`src/rtl/axi_rd_4_arbiter.sv`:
```
// ---------------------------------------------------------------------------
// axi_rd_4_arbiter
//
// Purpose:
//   Four-master AXI read-channel arbiter. Masters a, b, c and d compete for a
//   single shared slave AR port under round-robin arbitration. Only one burst
//   is outstanding at a time. The R beats of that burst are steered back to
//   the master that won the grant.
//
// Ports:
//   clk, rst_n              clock, asynchronous active-low reset
//   x_ar* (x = a,b,c,d)     master AR request channels (x_arready is an output)
//   x_r*  (x = a,b,c,d)     master R return channels (x_rready is an input)
//   ar*                     registered slave AR request (arready is an input)
//   r*                      slave R channel (rready is an output)
//   err_rlast               sticky flag: rlast placement or rid did not match
//                           the burst that was issued
//   gnt                     index of the current or most recent grant
//                           (0 = a .. 3 = d)
// ---------------------------------------------------------------------------
module axi_rd_4_arbiter #(
   parameter int AWID   = 32,
   parameter int EXTRAS = 8,
   parameter int IDWID  = 4,
   parameter int DWID   = 64
) (
   input  logic              clk,
   input  logic              rst_n,

   input  logic [IDWID-1:0]  a_arid,
   input  logic [AWID-1:0]   a_araddr,
   input  logic [7:0]        a_arlen,
   input  logic [2:0]        a_arsize,
   input  logic [EXTRAS-1:0] a_arextras,
   input  logic [1:0]        a_arburst,
   input  logic              a_arvalid,
   output logic              a_arready,
   output logic [IDWID-1:0]  a_rid,
   output logic [DWID-1:0]   a_rdata,
   output logic [1:0]        a_rresp,
   output logic              a_rlast,
   output logic              a_rvalid,
   input  logic              a_rready,

   input  logic [IDWID-1:0]  b_arid,
   input  logic [AWID-1:0]   b_araddr,
   input  logic [7:0]        b_arlen,
   input  logic [2:0]        b_arsize,
   input  logic [EXTRAS-1:0] b_arextras,
   input  logic [1:0]        b_arburst,
   input  logic              b_arvalid,
   output logic              b_arready,
   output logic [IDWID-1:0]  b_rid,
   output logic [DWID-1:0]   b_rdata,
   output logic [1:0]        b_rresp,
   output logic              b_rlast,
   output logic              b_rvalid,
   input  logic              b_rready,

   input  logic [IDWID-1:0]  c_arid,
   input  logic [AWID-1:0]   c_araddr,
   input  logic [7:0]        c_arlen,
   input  logic [2:0]        c_arsize,
   input  logic [EXTRAS-1:0] c_arextras,
   input  logic [1:0]        c_arburst,
   input  logic              c_arvalid,
   output logic              c_arready,
   output logic [IDWID-1:0]  c_rid,
   output logic [DWID-1:0]   c_rdata,
   output logic [1:0]        c_rresp,
   output logic              c_rlast,
   output logic              c_rvalid,
   input  logic              c_rready,

   input  logic [IDWID-1:0]  d_arid,
   input  logic [AWID-1:0]   d_araddr,
   input  logic [7:0]        d_arlen,
   input  logic [2:0]        d_arsize,
   input  logic [EXTRAS-1:0] d_arextras,
   input  logic [1:0]        d_arburst,
   input  logic              d_arvalid,
   output logic              d_arready,
   output logic [IDWID-1:0]  d_rid,
   output logic [DWID-1:0]   d_rdata,
   output logic [1:0]        d_rresp,
   output logic              d_rlast,
   output logic              d_rvalid,
   input  logic              d_rready,

   output logic [IDWID-1:0]  arid,
   output logic [AWID-1:0]   araddr,
   output logic [7:0]        arlen,
   output logic [2:0]        arsize,
   output logic [EXTRAS-1:0] arextras,
   output logic [1:0]        arburst,
   output logic              arvalid,
   input  logic              arready,

   input  logic [IDWID-1:0]  rid,
   input  logic [DWID-1:0]   rdata,
   input  logic [1:0]        rresp,
   input  logic              rlast,
   input  logic              rvalid,
   output logic              rready,

   output logic              err_rlast,
   output logic [1:0]        gnt
);

   localparam logic [1:0] S_IDLE = 2'd0;
   localparam logic [1:0] S_ADDR = 2'd1;
   localparam logic [1:0] S_DATA = 2'd2;

   logic [1:0]        r_state;
   logic              r_en;
   logic [1:0]        r_gnt;
   logic [7:0]        r_cnt;
   logic              r_err;
   logic              r_arvalid;
   logic [IDWID-1:0]  r_arid;
   logic [AWID-1:0]   r_araddr;
   logic [7:0]        r_arlen;
   logic [2:0]        r_arsize;
   logic [EXTRAS-1:0] r_arextras;
   logic [1:0]        r_arburst;

   logic [3:0]        w_mArvalid;
   logic [3:0]        w_mRready;
   logic [IDWID-1:0]  w_mArid     [4];
   logic [AWID-1:0]   w_mAraddr   [4];
   logic [7:0]        w_mArlen    [4];
   logic [2:0]        w_mArsize   [4];
   logic [EXTRAS-1:0] w_mArextras [4];
   logic [1:0]        w_mArburst  [4];

   logic              w_found;
   logic [1:0]        w_winner;
   logic [1:0]        w_scan;
   logic [3:0]        w_arreadyVec;
   logic              w_arHs;
   logic              w_inData;
   logic              w_rready;
   logic              w_beat;
   logic [3:0]        w_rvalidVec;
   logic              w_lenErr;
   logic              w_idErr;

   // Gather the four master request channels into indexable arrays.
   assign w_mArvalid = {d_arvalid, c_arvalid, b_arvalid, a_arvalid};
   assign w_mRready  = {d_rready,  c_rready,  b_rready,  a_rready};

   assign w_mArid[0]     = a_arid;
   assign w_mArid[1]     = b_arid;
   assign w_mArid[2]     = c_arid;
   assign w_mArid[3]     = d_arid;
   assign w_mAraddr[0]   = a_araddr;
   assign w_mAraddr[1]   = b_araddr;
   assign w_mAraddr[2]   = c_araddr;
   assign w_mAraddr[3]   = d_araddr;
   assign w_mArlen[0]    = a_arlen;
   assign w_mArlen[1]    = b_arlen;
   assign w_mArlen[2]    = c_arlen;
   assign w_mArlen[3]    = d_arlen;
   assign w_mArsize[0]   = a_arsize;
   assign w_mArsize[1]   = b_arsize;
   assign w_mArsize[2]   = c_arsize;
   assign w_mArsize[3]   = d_arsize;
   assign w_mArextras[0] = a_arextras;
   assign w_mArextras[1] = b_arextras;
   assign w_mArextras[2] = c_arextras;
   assign w_mArextras[3] = d_arextras;
   assign w_mArburst[0]  = a_arburst;
   assign w_mArburst[1]  = b_arburst;
   assign w_mArburst[2]  = c_arburst;
   assign w_mArburst[3]  = d_arburst;

   // Round-robin pick: scan upward starting just past the last grant, so the
   // master served most recently is looked at last.
   always_comb begin
      w_found  = 1'b0;
      w_winner = r_gnt;
      w_scan   = r_gnt;
      for (int i = 0; i < 4; i++) begin
         w_scan = w_scan + 2'd1;
         if (!w_found && w_mArvalid[w_scan]) begin
            w_found  = 1'b1;
            w_winner = w_scan;
         end
      end
   end

   // arready only goes to the winner, which is by construction requesting,
   // so any asserted ready bit is also a completed master handshake.
   assign w_arreadyVec = (r_en && (r_state == S_IDLE) && w_found) ?
                         (4'b0001 << w_winner) : 4'b0000;
   assign w_arHs       = |w_arreadyVec;

   assign w_inData    = (r_state == S_DATA);
   assign w_rready    = w_inData & w_mRready[r_gnt];
   assign w_beat      = rvalid & w_rready;
   assign w_rvalidVec = (w_inData && rvalid) ? (4'b0001 << r_gnt) : 4'b0000;

   // The counter holds beats remaining after the current one, so it must be
   // zero exactly when the slave marks the last beat.
   assign w_lenErr = rlast ? (r_cnt != 8'd0) : (r_cnt == 8'd0);
   assign w_idErr  = (rid != r_arid);

   // Main sequencer: grant and capture in IDLE, hold the request in ADDR
   // until the slave takes it, then count beats in DATA until rlast.
   // r_en keeps the first post-reset cycle from granting anything.
   always_ff @(posedge clk or negedge rst_n) begin
      if (!rst_n) begin
         r_state    <= S_IDLE;
         r_en       <= 1'b0;
         r_gnt      <= 2'd3;
         r_cnt      <= 8'd0;
         r_err      <= 1'b0;
         r_arvalid  <= 1'b0;
         r_arid     <= '0;
         r_araddr   <= '0;
         r_arlen    <= '0;
         r_arsize   <= '0;
         r_arextras <= '0;
         r_arburst  <= '0;
      end else begin
         r_en <= 1'b1;
         case (r_state)
            S_IDLE: begin
               if (w_arHs) begin
                  r_arid     <= w_mArid[w_winner];
                  r_araddr   <= w_mAraddr[w_winner];
                  r_arlen    <= w_mArlen[w_winner];
                  r_arsize   <= w_mArsize[w_winner];
                  r_arextras <= w_mArextras[w_winner];
                  r_arburst  <= w_mArburst[w_winner];
                  r_gnt      <= w_winner;
                  r_cnt      <= w_mArlen[w_winner];
                  r_arvalid  <= 1'b1;
                  r_state    <= S_ADDR;
               end
            end
            S_ADDR: begin
               if (arready) begin
                  r_arvalid <= 1'b0;
                  r_state   <= S_DATA;
               end
            end
            S_DATA: begin
               if (w_beat) begin
                  r_cnt <= r_cnt - 8'd1;
                  if (w_lenErr || w_idErr) begin
                     r_err <= 1'b1;
                  end
                  if (rlast) begin
                     r_state <= S_IDLE;
                  end
               end
            end
            default: begin
               r_state <= S_IDLE;
            end
         endcase
      end
   end

   assign arid      = r_arid;
   assign araddr    = r_araddr;
   assign arlen     = r_arlen;
   assign arsize    = r_arsize;
   assign arextras  = r_arextras;
   assign arburst   = r_arburst;
   assign arvalid   = r_arvalid;
   assign rready    = w_rready;
   assign err_rlast = r_err;
   assign gnt       = r_gnt;

   assign a_arready = w_arreadyVec[0];
   assign b_arready = w_arreadyVec[1];
   assign c_arready = w_arreadyVec[2];
   assign d_arready = w_arreadyVec[3];

   assign a_rvalid  = w_rvalidVec[0];
   assign b_rvalid  = w_rvalidVec[1];
   assign c_rvalid  = w_rvalidVec[2];
   assign d_rvalid  = w_rvalidVec[3];

   // R payload is broadcast; only the granted master sees rvalid.
   assign a_rid   = rid;
   assign b_rid   = rid;
   assign c_rid   = rid;
   assign d_rid   = rid;
   assign a_rdata = rdata;
   assign b_rdata = rdata;
   assign c_rdata = rdata;
   assign d_rdata = rdata;
   assign a_rresp = rresp;
   assign b_rresp = rresp;
   assign c_rresp = rresp;
   assign d_rresp = rresp;
   assign a_rlast = rlast;
   assign b_rlast = rlast;
   assign c_rlast = rlast;
   assign d_rlast = rlast;

endmodule

```
`config.mk`:
```
export PLATFORM = sky130hd
export DESIGN_NAME = axi_rd_4_arbiter
export DESIGN_NICKNAME = d
export VERILOG_FILES = /design/src/rtl/axi_rd_4_arbiter.sv
export SDC_FILE = /design/constraint.sdc
export NUM_CORES = 1
export LEC_CHECK = 0
export BUFFER_PORTS_ARGS = -buffer_cell sky130_fd_sc_hd__buf_2
export CAP_MARGIN = 20
export CORE_AREA = 2 2 261 263
export CTS_CLUSTER_DIAMETER = 60
export DETAILED_ROUTE_END_ITERATION = 10
export DIE_AREA = 0 0 263 265
export SLEW_MARGIN = 20
export SYNTH_ARGS = -nofsm -noshare
export SYNTH_HDL_FRONTEND = slang
export SYNTH_SLANG_ARGS = --single-unit
```
`constraint.sdc`:
```
create_clock -name clk -period 3.3 [get_ports clk]
set_clock_uncertainty 0.1 [all_clocks]
set_input_delay 0.66 -clock clk [delete_from_list [all_inputs] [get_ports clk]]
set_output_delay 0.66 -clock clk [all_outputs]
set_load 0.1 [all_outputs]
```
==> metrics.yaml, run 1 <==
status:
  outcome: "complete, but fails checks"
  violations: "setup timing"
placement:
  port_buffers: 334
  place_congestion: 0.853
  hpwl_um: 22100
global_routing:
  antenna_found_initial: 8
  grt_overflow: 0
  grt_pass1_wl_um: 38100
  grt_max_degree: 66
  grt_usage: 0.0773
  first_global_vias: 5506
synth:
  synth_edf_count: 0
  synth_top_area_share: 0.301
  yosys.area.top_type: "buf_4"
  avgSynthCellArea_um2: 8.87
  synth_ff_type: "dfrtp_1"
  yosysSeqAreaShare: 0.253
  yosysWarnings: 0
  async_flop_share: 1.00
  synth_cells: 804
  netlist_area_um2: 7130
  synth.distinct_cells: 50
  synthTopCellsByArea: "buf_4 (30%), dfrtp_1 (25%), mux2i_1 (14%), mux2_2 (6.5%), nand2_1 (2.8%)"
  synth-seq-cells: 72
  synth_fp_nets: 1120
critical_path:
  critPathMaxFanout: 6
  critPathKind: "flop to primary output"
  cp-end-kind: "primary output"
  critical_path_arrival_ns: 2.58
  required_ns: 2.54
  r2r_cells: 11
  cp-start-kind: "flop"
clock_network:
  cts_tree: "done"
  root_buffer: "clkbuf_16"
  cts_max_level: 3
  cts_made_buffers: 9
  clock_latency_ns: 0.38
  cts_max_path_buffers: 2
  hold_buffers: 0
  cts.sinks: 72
  cts.clk_slew.worst_paths_ns: 0.06
finish:
  regArea_um2: 1810
  fill_cells: 7689
  num-nets-final: 1178
  final_util: 0.125
  areaGrowthSynthToFinish_pct: 17.4
  multi_input_area_um2: 3050
  drive_above_1_share: 0.525
sta:
  hold_viol: 0
  max-slew-margin-rel: 0.458
  post-route-period-util: 1.01
  min_period_ns: 3.34
  final_max_slew_viol_count: 0
  worstMarginPinSlew_ns: 0.812
  finalSetupViolations: 1
  finalWorstSetupSlack_ns: -0.0353
  rsz0062_at_grt: "yes"
  tns_ns: -0.0353
  max_freq_mhz: 300
floorplan:
  dieArea_um2: 69700
  ioPinCount: 665
  die_w_um: 263
  initial_utilization: 0.107
  rows: 95
  core-area_um2: 66800
  die_y_um: 265
routing:
  ant_nets: 0
  vias: 5462
  wire_per_inst_um: 15.8
  wl_met3_um: 2820
  top_layer: "met5"
  via_per_inst: 3.13
  drt_iter0_drc: 196
  totalWireLength_um: 27600
  drtPass1Iterations: 4
  drt-met1-wl_um: 11400
  drcViolationCount: 0
  met2_length_um: 12000
power:
  total_power_mw: 10.5
  cellPowerDensity_nw_per_um2: 1260
  ir_drop_mv: 0.661
  power.leakage_nw: 3.92
min_path:
  hp-class: "input pin to asynchronous set/reset pin"
run:
  maxCapViolCount: 0
-- final timing paths --
check                                        from                      end  slack, ns
max                            gnt[0]$_DFFE_PN1P_                b_arready      -0.04
min                                         rst_n   araddr[22]$_DFFE_PN0P_       0.28
max reg2reg                    gnt[0]$_DFFE_PN1P_     r_cnt[3]$_DFFE_PN0P_       0.18
min reg2reg                araddr[10]$_DFFE_PN0P_   araddr[10]$_DFFE_PN0P_       0.38
max in group asynchronous                   rst_n  arextras[0]$_DFFE_PN0P_       2.09
min in group clk           araddr[10]$_DFFE_PN0P_   araddr[10]$_DFFE_PN0P_       0.38
-- per-stage QoR --
stage	area, µm²	setup WS (ns)	std cells	hold slack, ns
after CTS	8300	-0.0768	1738	0.285
final	8370	-0.0353	1746	0.276
after global routing	8370	-0.145	1744	0.312
after detailed placement	7900	0.148	1711	0.370
after floorplan	7200	-0.437	804	0.264
after global placement	7900	0.133	1711	0.362
-- cells in the mapped netlist (2+ instances only) --
| cell type | instances |
|---|---|
| or3_1 | 17 |
| and3_1 | 8 |
| a32o_1 | 3 |
| nor2b_1 | 6 |
| buf_4 | 286 |
| a22oi_1 | 2 |
| mux2_2 | 41 |
| nor2_1 | 12 |
| buf_2 | 20 |
| and2_1 | 6 |
| a21oi_1 | 10 |
| nor3_1 | 11 |
| o21ai_0 | 20 |
| mux2i_1 | 100 |
| xor2_1 | 4 |
| dfrtp_1 | 70 |
| nand3b_1 | 2 |
| o21ai_1 | 33 |
| nand3_1 | 28 |
| a32oi_1 | 11 |
| clkbuf_1 | 14 |
| buf_6 | 5 |
| ha_1 | 5 |
| dfstp_2 | 2 |
| nand2_1 | 54 |
| inv_1 | 7 |
| nor4_1 | 2 |
| mux2_1 | 3 |
-- area by class of cell --
class,instances,area share
Multi-Input combinational cell,399,0.365
Timing Repair Buffer,373,0.250
Sequential cell,72,0.216
Tap cell,873,0.130
Clock buffer,10,0.0286
Clock inverter,6,0.00419
Inverter,7,0.00374
Antenna cell,6,0.00179
-- state kept, by name, indices dropped and copies added, names as in the netlist --
signal / flops
araddr: 32
arvalid: 1
arburst: 2
r_cnt: 8
arlen: 8
err_rlast: 1
arid: 4
arsize: 3
r_state: 2
r_en: 1
arextras: 8
gnt: 2
-- worst max-delay path, stage by stage, from the launching register on --
cell and delay (ns):
dfstp_4 0.65, inv_4 0.05, ha_4 0.29, buf_6 0.11, or3_4 0.11, a21oi_2 0.04, o32a_4 0.40, buf_12 0.15
nor3_4 0.19, buf_12 0.20
-- what timing repair did --
action,4_1_cts,5_1_grt
endpoints found under the setup margin,4,7
hold endpoints to repair,0,0
pin swaps,5,5
buffers inserted,11,2
resized for setup,5,9
-- cells in the final DEF (no fill, tap or decap), drive strengths merged, types with 2 or more instances in the layout --
cell type  Yosys  layout
clkbuf        14      10
nand3         28      28
nor3          11      11
clkinvlp       0       2
and2           6       6
mux2          45      45
a32oi         11      11
ha             5       5
nand2         54      54
diode          0       6
nor4           2       2
buf          312     373
a32o           3       3
clkinv         0       4
inv            7       7
nor2b          6       6
a22oi          2       2
nand3b         2       2
xor2           4       4
dfrtp         70      70
dfstp          2       2
a21oi         11      11
mux2i        100     100
nor2          12      12
and3           8       8
o21ai         53      53
or3           17      17
-- cell families after synthesis --
family                   Yosys count  synth area share
buffers and inverters            333             0.335
XOR/XNOR                           5           0.00614
other                              1          0.000526
AO/OA/AOI/OAI                     92            0.0797
AND/OR/NAND/NOR                  150             0.102
flip-flops                        72             0.253
multiplexers                     146             0.215
adder cells (fa/ha/maj)            5           0.00877
-- metal layers --
layer	global-route usage	vias up
met4	0.0457	2
met1	0.0903	2396
met2	0.116	385
met5	0	-
li1	-	2579
met3	0.0350	100
-- report_power, final --
part	internal, mW	switching, mW	total (mW)	leakage (nW)
Sequential	1.33	0.349	1.68	0.879
Combinational	2.43	5.40	7.83	2.91
Clock	0.525	0.477	1.00	0.134
Total	4.29	6.22	10.5	3.92
Note: power is estimated with default switching activity, not from simulation.
==> inputs of run 2 (changes only) <==
--- a/config.mk
+++ b/config.mk
@@ -5,12 +5,14 @@
 export SDC_FILE = /design/constraint.sdc
 export NUM_CORES = 1
 export LEC_CHECK = 0
+export ABC_AREA = 1
 export BUFFER_PORTS_ARGS = -buffer_cell sky130_fd_sc_hd__buf_2
 export CAP_MARGIN = 20
 export CORE_AREA = 2 2 261 263
 export CTS_CLUSTER_DIAMETER = 60
 export DETAILED_ROUTE_END_ITERATION = 10
 export DIE_AREA = 0 0 263 265
+export SKIP_LAST_GASP = 1
 export SLEW_MARGIN = 20
 export SYNTH_ARGS = -nofsm -noshare
 export SYNTH_HDL_FRONTEND = slang
==> run 2 against run 1 <==
The run still ends with setup timing left. Hold slack lost 0.12 ns. Fmax shrank 2.7%. Design area grew 4.7%. Utilization grew 0.59 points. Die area is the same. Final cell count grew 20%. First-iteration DRC count grew 46%. Sequential share of layout area shrank 0.98 points. Highest routed layer unchanged. Synthesized cell count grew 47%. Worst setup slack lost 0.092 ns. Routed wire length grew 22%. Synthesized area grew 5.7%.
==> metrics.yaml, run 2 <==
status:
  outcome: "complete, but fails checks"  # unchanged
  violations: "setup timing"  # unchanged
synth:
  synthTopCellsByArea: "buf_4 (30%), nand2_1 (24%), dfrtp_1 (23%), a21oi_1 (5.8%), nor2_1 (3.5%)"  # was buf_4 (30%), dfrtp_1 (25%), mux2i_1 (14%), mux2_2 (6.5%), nand2_1 (2.8%)
  synth_fp_nets: 1494  # was 1,120
  yosysMostFrequentCell: "nand2_1"  # was buf_4
  synth_ff_type: "dfrtp_1"  # unchanged
  netlist_area_um2: 7540  # was 7130 µm²
  synth_cells: 1178  # was 804
  synth_top_area_share: 0.296  # was 0.301
  avgSynthCellArea_um2: 6.40  # was 8.87 µm²
  ys_top_cells_by_count: "nand2_1 (487), buf_4 (297), a21oi_1 (88)"  # was buf_4 (286), mux2i_1 (100), dfrtp_1 (70)
  yosys.area.top_type: "buf_4"  # unchanged
  synth-seq-cells: 72  # unchanged
  yosysSeqAreaShare: 0.239  # was 0.253
  yosysWarnings: 0  # unchanged
  synth.distinct_cells: 33  # was 50
  async_flop_share: 1.00  # unchanged
  synth_edf_count: 0  # unchanged
sta:
  finalWorstSetupSlack_ns: -0.127  # was -0.0353 ns
  hold_ws_ns: 0.160  # was 0.276 ns
  finalSetupViolations: 4  # was 1
  post-route-period-util: 1.04  # was 1.01
  min_period_ns: 3.43  # was 3.34 ns
  max-slew-margin-rel: 0.388  # was 0.458
  final_max_slew_viol_count: 0  # unchanged
  worstMarginPinSlew_ns: 0.918  # was 0.812 ns
  rsz0062_at_grt: "yes"  # unchanged
  tns_ns: -0.445  # was -0.0353 ns
  hold_viol: 0  # unchanged
  max_freq_mhz: 292  # was 300 MHz
placement:
  place_congestion: 0.797  # was 0.853
  port_buffers: 334  # unchanged
  dp.cells: 2063  # was 1,711
  hpwl_um: 24900  # was 22,100 µm
floorplan:
  initial_utilization: 0.113  # was 0.107
  die_w_um: 263  # unchanged
  core-area_um2: 66800  # unchanged
  die_y_um: 265  # unchanged
  rows: 95  # unchanged
  dieArea_um2: 69700  # unchanged
  ioPinCount: 665  # unchanged
global_routing:
  antenna_found_initial: 8  # unchanged
  grt_pass1_wl_um: 45800  # was 38,100 µm
  grt_max_degree: 67  # was 66
  grt_overflow: 0  # unchanged
  grt_usage: 0.0913  # was 0.0773
  first_global_vias: 6943  # was 5,506
finish:
  largest_reg_flops: 32  # unchanged
  fill_cells: 7791  # was 7,689
  final_common_cell: "nand2_1"  # was buf_2
  areaGrowthSynthToFinish_pct: 16.3  # was 17.4%
  final_cell_mix: "nand2_1 (479), buf_2 (329), a21oi_1 (88)"  # was buf_2 (329), mux2i_1 (100), dfrtp_1 (70)
  multi_input_area_um2: 3360  # was 3050 µm²
  regArea_um2: 1810  # unchanged
  final_cells: 2094  # was 1,746
  drive_above_1_share: 0.353  # was 0.525
  num-nets-final: 1531  # was 1,178
  final_util: 0.131  # was 0.125
critical_path:
  cpPeakStageDelay_ns: 0.64  # was 0.65 ns
  crit_chain: "clkinvlp_4, ha_4, inv_4, nand2_4, nand2_4, nand2_2, nand2_2, nor2_4, nand3b_1, nand3_4, clkinv_4, nand2_8, nor2_4, buf_12"  # was inv_4, ha_4, buf_6, or3_4, a21oi_2, o32a_4, buf_12, nor3_4, buf_12
  critPathKind: "flop to primary output"  # unchanged
  cp_slowest_cell: "dfstp_4"  # unchanged
  critical_path_arrival_ns: 2.67  # was 2.58 ns
  critPathMaxFanout: 7  # was 6
  cp-start-kind: "flop"  # unchanged
  cp-end-kind: "primary output"  # unchanged
  required_ns: 2.54  # about the same
routing:
  vias: 7153  # was 5,462
  ant_nets: 0  # unchanged
  via_per_inst: 3.42  # was 3.13
  drt_iter0_drc: 286  # was 196
  wire_per_inst_um: 16.0  # was 15.8 µm
  totalWireLength_um: 33600  # was 27,600 µm
  drtPass1Iterations: 7  # was 4
  drcViolationCount: 0  # unchanged
clock_network:
  cts_max_level: 3  # unchanged
  cts_max_path_buffers: 2  # unchanged
  cts_tree: "done"  # unchanged
  root_buffer: "clkbuf_16"  # unchanged
  clock_latency_ns: 0.39  # was 0.38 ns
  cts.clk_slew.worst_paths_ns: 0.08  # was 0.06 ns
  hold_buffers: 0  # unchanged
  cts_made_buffers: 9  # unchanged
  cts.sinks: 72  # unchanged
run:
  maxCapViolCount: 0  # unchanged
min_path:
  hp-class: "input pin to asynchronous set/reset pin"  # unchanged
-- run 2: cell types whose count changed after synthesis, sizes merged, moves of 22 or more --
cell,delta
mux2,-45
nand2,+440
mux2i,-100
inv,+22
nor2,+59
a21oi,+77
o21ai,-45
-- run 2: kinds of logic (layout without fill, tap and decap cells) --
logic type | count (synthesis) | count (layout) | synth area share
other cells | 1 | 2 | 0.000497
fa+ha+maj | 5 | 5 | 0.00830
xor+xnor | 5 | 5 | 0.00581
compound gates | 120 | 120 | 0.0895
flops | 72 | 72 | 0.239
simple gates | 609 | 609 | 0.318
buf+inv | 366 | 408 | 0.339
-- run 2: layer usage --
layer	vias to the layer above	wire (µm)	GRT usage
met2	422	15600	0.149
met3	110	3510	0.0437
li1	3450	-	-
met4	6	1520	0.0494
met1	3165	12900	0.0970
met5	-	71	0.00485
-- run 2: critical path: cells and delay by family (launching register included) --
family,cells,cell delay [ns]
adders and majority gates,1,0.32
buffers and inverters,4,0.41
DFF,1,0.64
and+or+nand+nor,9,0.88
-- run 2: stage by stage --
| stage | worst slack, ns | area (µm²) |
|---|---|---|
| after floorplan | -0.531 | 7620 |
| after global placement | 0.00754 | 8180 |
| after detailed placement | 0.0431 | 8180 |
| after CTS | -0.175 | 8660 |
| after global routing | -0.283 | 8770 |
| final | -0.127 | 8770 |
-- run 2: worst paths after layout --
check	start	endpoint	slack [ns]	cells past startpoint
worst max register to register	gnt[1]$_DFFE_PN1P_	arid[2]$_DFFE_PN0P_	0.19	16
max in group asynchronous	rst_n	arextras[5]$_DFFE_PN0P_	2.26	2
min in group clk	arextras[6]$_DFFE_PN0P_	arextras[6]$_DFFE_PN0P_	0.38	2
worst max-delay path	gnt[1]$_DFFE_PN1P_	b_arready	-0.13	14
worst min-delay path	rst_n	araddr[0]$_DFFE_PN0P_	0.16	1
worst min register to register	arextras[6]$_DFFE_PN0P_	arextras[6]$_DFFE_PN0P_	0.38	2
-- run 2: timing repair --
action	in CTS	in global routing
pin swaps	15	2
cloned	0	2
buffers inserted	8	4
endpoints found under the setup margin	4	39
hold endpoints to repair	0	0
resized for setup	21	6
-- run 2: cell type report --
cell class,instances,share of cell area
diodes,1,0.000285
clock buffers,9,0.0257
clock inverters,7,0.0108
inverters,29,0.0143
multi-input cells,740,0.383
flip-flops and latches,72,0.207
well taps,873,0.125
repair buffers,363,0.235
Power of run 2 is left out: the tool's default activity adds up to more than one toggle a clock period on the data nets, which glitch-free logic cannot reach.
==> inputs of run 3 (changes only) <==
--- a/config.mk
+++ b/config.mk
@@ -8,10 +8,10 @@
 export ABC_AREA = 1
 export BUFFER_PORTS_ARGS = -buffer_cell sky130_fd_sc_hd__buf_2
 export CAP_MARGIN = 20
-export CORE_AREA = 2 2 261 263
+export CORE_AREA = 2 2 260 262
 export CTS_CLUSTER_DIAMETER = 60
 export DETAILED_ROUTE_END_ITERATION = 10
-export DIE_AREA = 0 0 263 265
+export DIE_AREA = 0 0 262 264
 export SKIP_LAST_GASP = 1
 export SLEW_MARGIN = 20
 export SYNTH_ARGS = -nofsm -noshare
==> constraint.sdc (replaced) <==
create_clock -name clk -period 4.3 [get_ports clk]
set_clock_uncertainty 0.1 [all_clocks]
set_input_delay 0.86 -clock clk [delete_from_list [all_inputs] [get_ports clk]]
set_output_delay 0.86 -clock clk [all_outputs]
set_load 0.1 [all_outputs]
==> run 3 against run 2 <==
The run now ends clean. Sequential cell count unchanged. Largest cell class unchanged. Die area down 0.76%. Design area is 3.7% lower. Global-route usage shrank 0.78 points. Critical path depth unchanged.
==> metrics.yaml, run 3 (synthesis gave the netlist of run 2 again) <==
critical_path:
  critPathKind: "flop to primary output"  # unchanged
  critical_path_arrival_ns: 3.10  # was 2.67 ns
  rrSetupSlack_ns: 0.80  # was 0.19 ns
  cp-end-kind: "primary output"  # unchanged
  critPathMaxFanout: 17  # was 7
  cp-start-kind: "flop"  # unchanged
  required_ns: 3.34  # was 2.54 ns
sta:
  finalSetupViolations: 0  # was 4
  finalWorstSetupSlack_ns: 0.242  # was -0.127 ns
  rsz0062_at_grt: "no"  # was yes
  post-route-period-util: 0.944
  worstMarginPinSlew_ns: 0.917  # was 0.918 ns
  max-slew-margin-rel: 0.389  # was 0.388
  min_period_ns: 4.06
  max_freq_mhz: 246
  final_max_slew_viol_count: 0  # unchanged
  hold_viol: 0  # unchanged
routing:
  wire_per_inst_um: 14.2  # was 16.0 µm
  drt_iter0_drc: 268  # was 286
  via_per_inst: 3.36  # was 3.42
  drtPass1Iterations: 5  # was 7
  vias: 6981  # was 7,153
  drcViolationCount: 0  # unchanged
  ant_nets: 0  # unchanged
  totalWireLength_um: 29600  # was 33,600 µm
global_routing:
  grt_pass1_wl_um: 41600  # was 45,800 µm
  first_global_vias: 6762  # was 6,943
  grt_overflow: 0  # unchanged
  antenna_found_initial: 7  # was 8
  grt_max_degree: 115  # was 67
  grt_usage: 0.0835  # was 0.0913
placement:
  port_buffers: 334  # unchanged
  hpwl_um: 23100  # was 24,900 µm
  dp.cells: 2059  # was 2,063
  placed_cell_area_um2: 8070  # was 8180 µm²
  pre_cts_slack_ns: 0.582  # was 0.0431 ns
  place_congestion: 0.785  # was 0.797
finish:
  areaGrowthSynthToFinish_pct: 12.0  # was 16.3%
  final_cells: 2078  # was 2,094
  largest_reg_flops: 32  # unchanged
  final_cell_mix: "nand2_1 (487), buf_2 (329), a21oi_1 (88)"  # was nand2_1 (479), buf_2 (329), a21oi_1 (88)
  final_common_cell: "nand2_1"  # unchanged
  num-nets-final: 1514  # was 1,531
  drive_above_1_share: 0.331  # was 0.353
  post-route-cell-area_um2: 8440  # was 8770 µm²
floorplan:
  die_w_um: 262  # was 263 µm
  ioPinCount: 665  # unchanged
  initial_utilization: 0.113  # about the same
  dieArea_um2: 69200  # was 69,700 µm²
  core-area_um2: 66600  # was 66,800 µm²
  rows: 95  # unchanged
  die_y_um: 264  # was 265 µm
min_path:
  hp-class: "flop to flop"  # was input pin to asynchronous set/reset pin
clock_network:
  cts_max_path_buffers: 2  # unchanged
  root_buffer: "clkbuf_16"  # unchanged
  cts.sinks: 72  # unchanged
  hold_buffers: 0  # unchanged
  cts_max_level: 3  # unchanged
  cts_made_buffers: 9  # unchanged
  cts_tree: "done"  # unchanged
  clock_latency_ns: 0.38  # was 0.39 ns
  cts.clk_slew.worst_paths_ns: 0.07  # was 0.08 ns
run:
  maxCapViolCount: 0  # unchanged
status:
  outcome: "completed"  # was complete, but fails checks
-- run 3: area by class of cell --
class	count	area, µm²
timing repair buffer	346	1840
inverter	29	113
multi-input combinational	740	3230
clock inverter	6	115
fill	7831	58100
sequential	72	1810
tap	873	1090
antenna	2	5.00
clock buffer	10	239
-- run 3: layer usage --
metal | part of all wire | GRT usage
met5 | 0.0020 | 0.00499
met4 | 0.058 | 0.0563
met3 | 0.095 | 0.0320
met2 | 0.45 | 0.134
met1 | 0.39 | 0.0906
-- run 3: repair_timing --
item / 4_1_cts / 5_1_grt
gates resized for setup: 0 / 1
setup endpoints to repair: 0 / 4
buffers inserted: 0 / 1
-- run 3: critical path: stages, from the launching register on --
cell and delay [ns]:
dfstp_4 0.72, inv_2 0.14, ha_2 0.35, inv_1 0.15
nand2_1 0.08, nand2_2 0.12, nand2_1 0.08, nand2_1 0.08
nand3_2 0.11, nand2_2 0.13, nand2_4 0.08, inv_4 0.15
nand2_1 0.15, nor2_2 0.19, buf_12 0.19
-- run 3: path summary, 6_finish.rpt --
| kind | start | end | depth (start not counted) |
|---|---|---|---|
| min in group asynchronous | rst_n | araddr[30]$_DFFE_PN0P_ | 1 |
| worst max-delay path | gnt[0]$_DFFE_PN1P_ | b_arready | 14 |
| worst max register to register | gnt[0]$_DFFE_PN1P_ | r_cnt[6]$_DFFE_PN0P_ | 16 |
| worst min register to register | araddr[8]$_DFFE_PN0P_ | araddr[8]$_DFFE_PN0P_ | 2 |
| max in group asynchronous | rst_n | gnt[1]$_DFFE_PN1P_ | 2 |
| worst min-delay path | araddr[8]$_DFFE_PN0P_ | araddr[8]$_DFFE_PN0P_ | 2 |
-- run 3: per-stage QoR --
stage	TNS, ns	hold WS, ns	utilization
2_1_floorplan	-0.310	0.349	-
3_3_place_gp	0	0.359	0.121
3_5_place_dp	0	0.362	0.121
4_1_cts	0	0.382	0.127
5_1_grt	0	0.399	0.127
6_report	0	0.380	0.127
Power of run 3 is left out for the same reason.
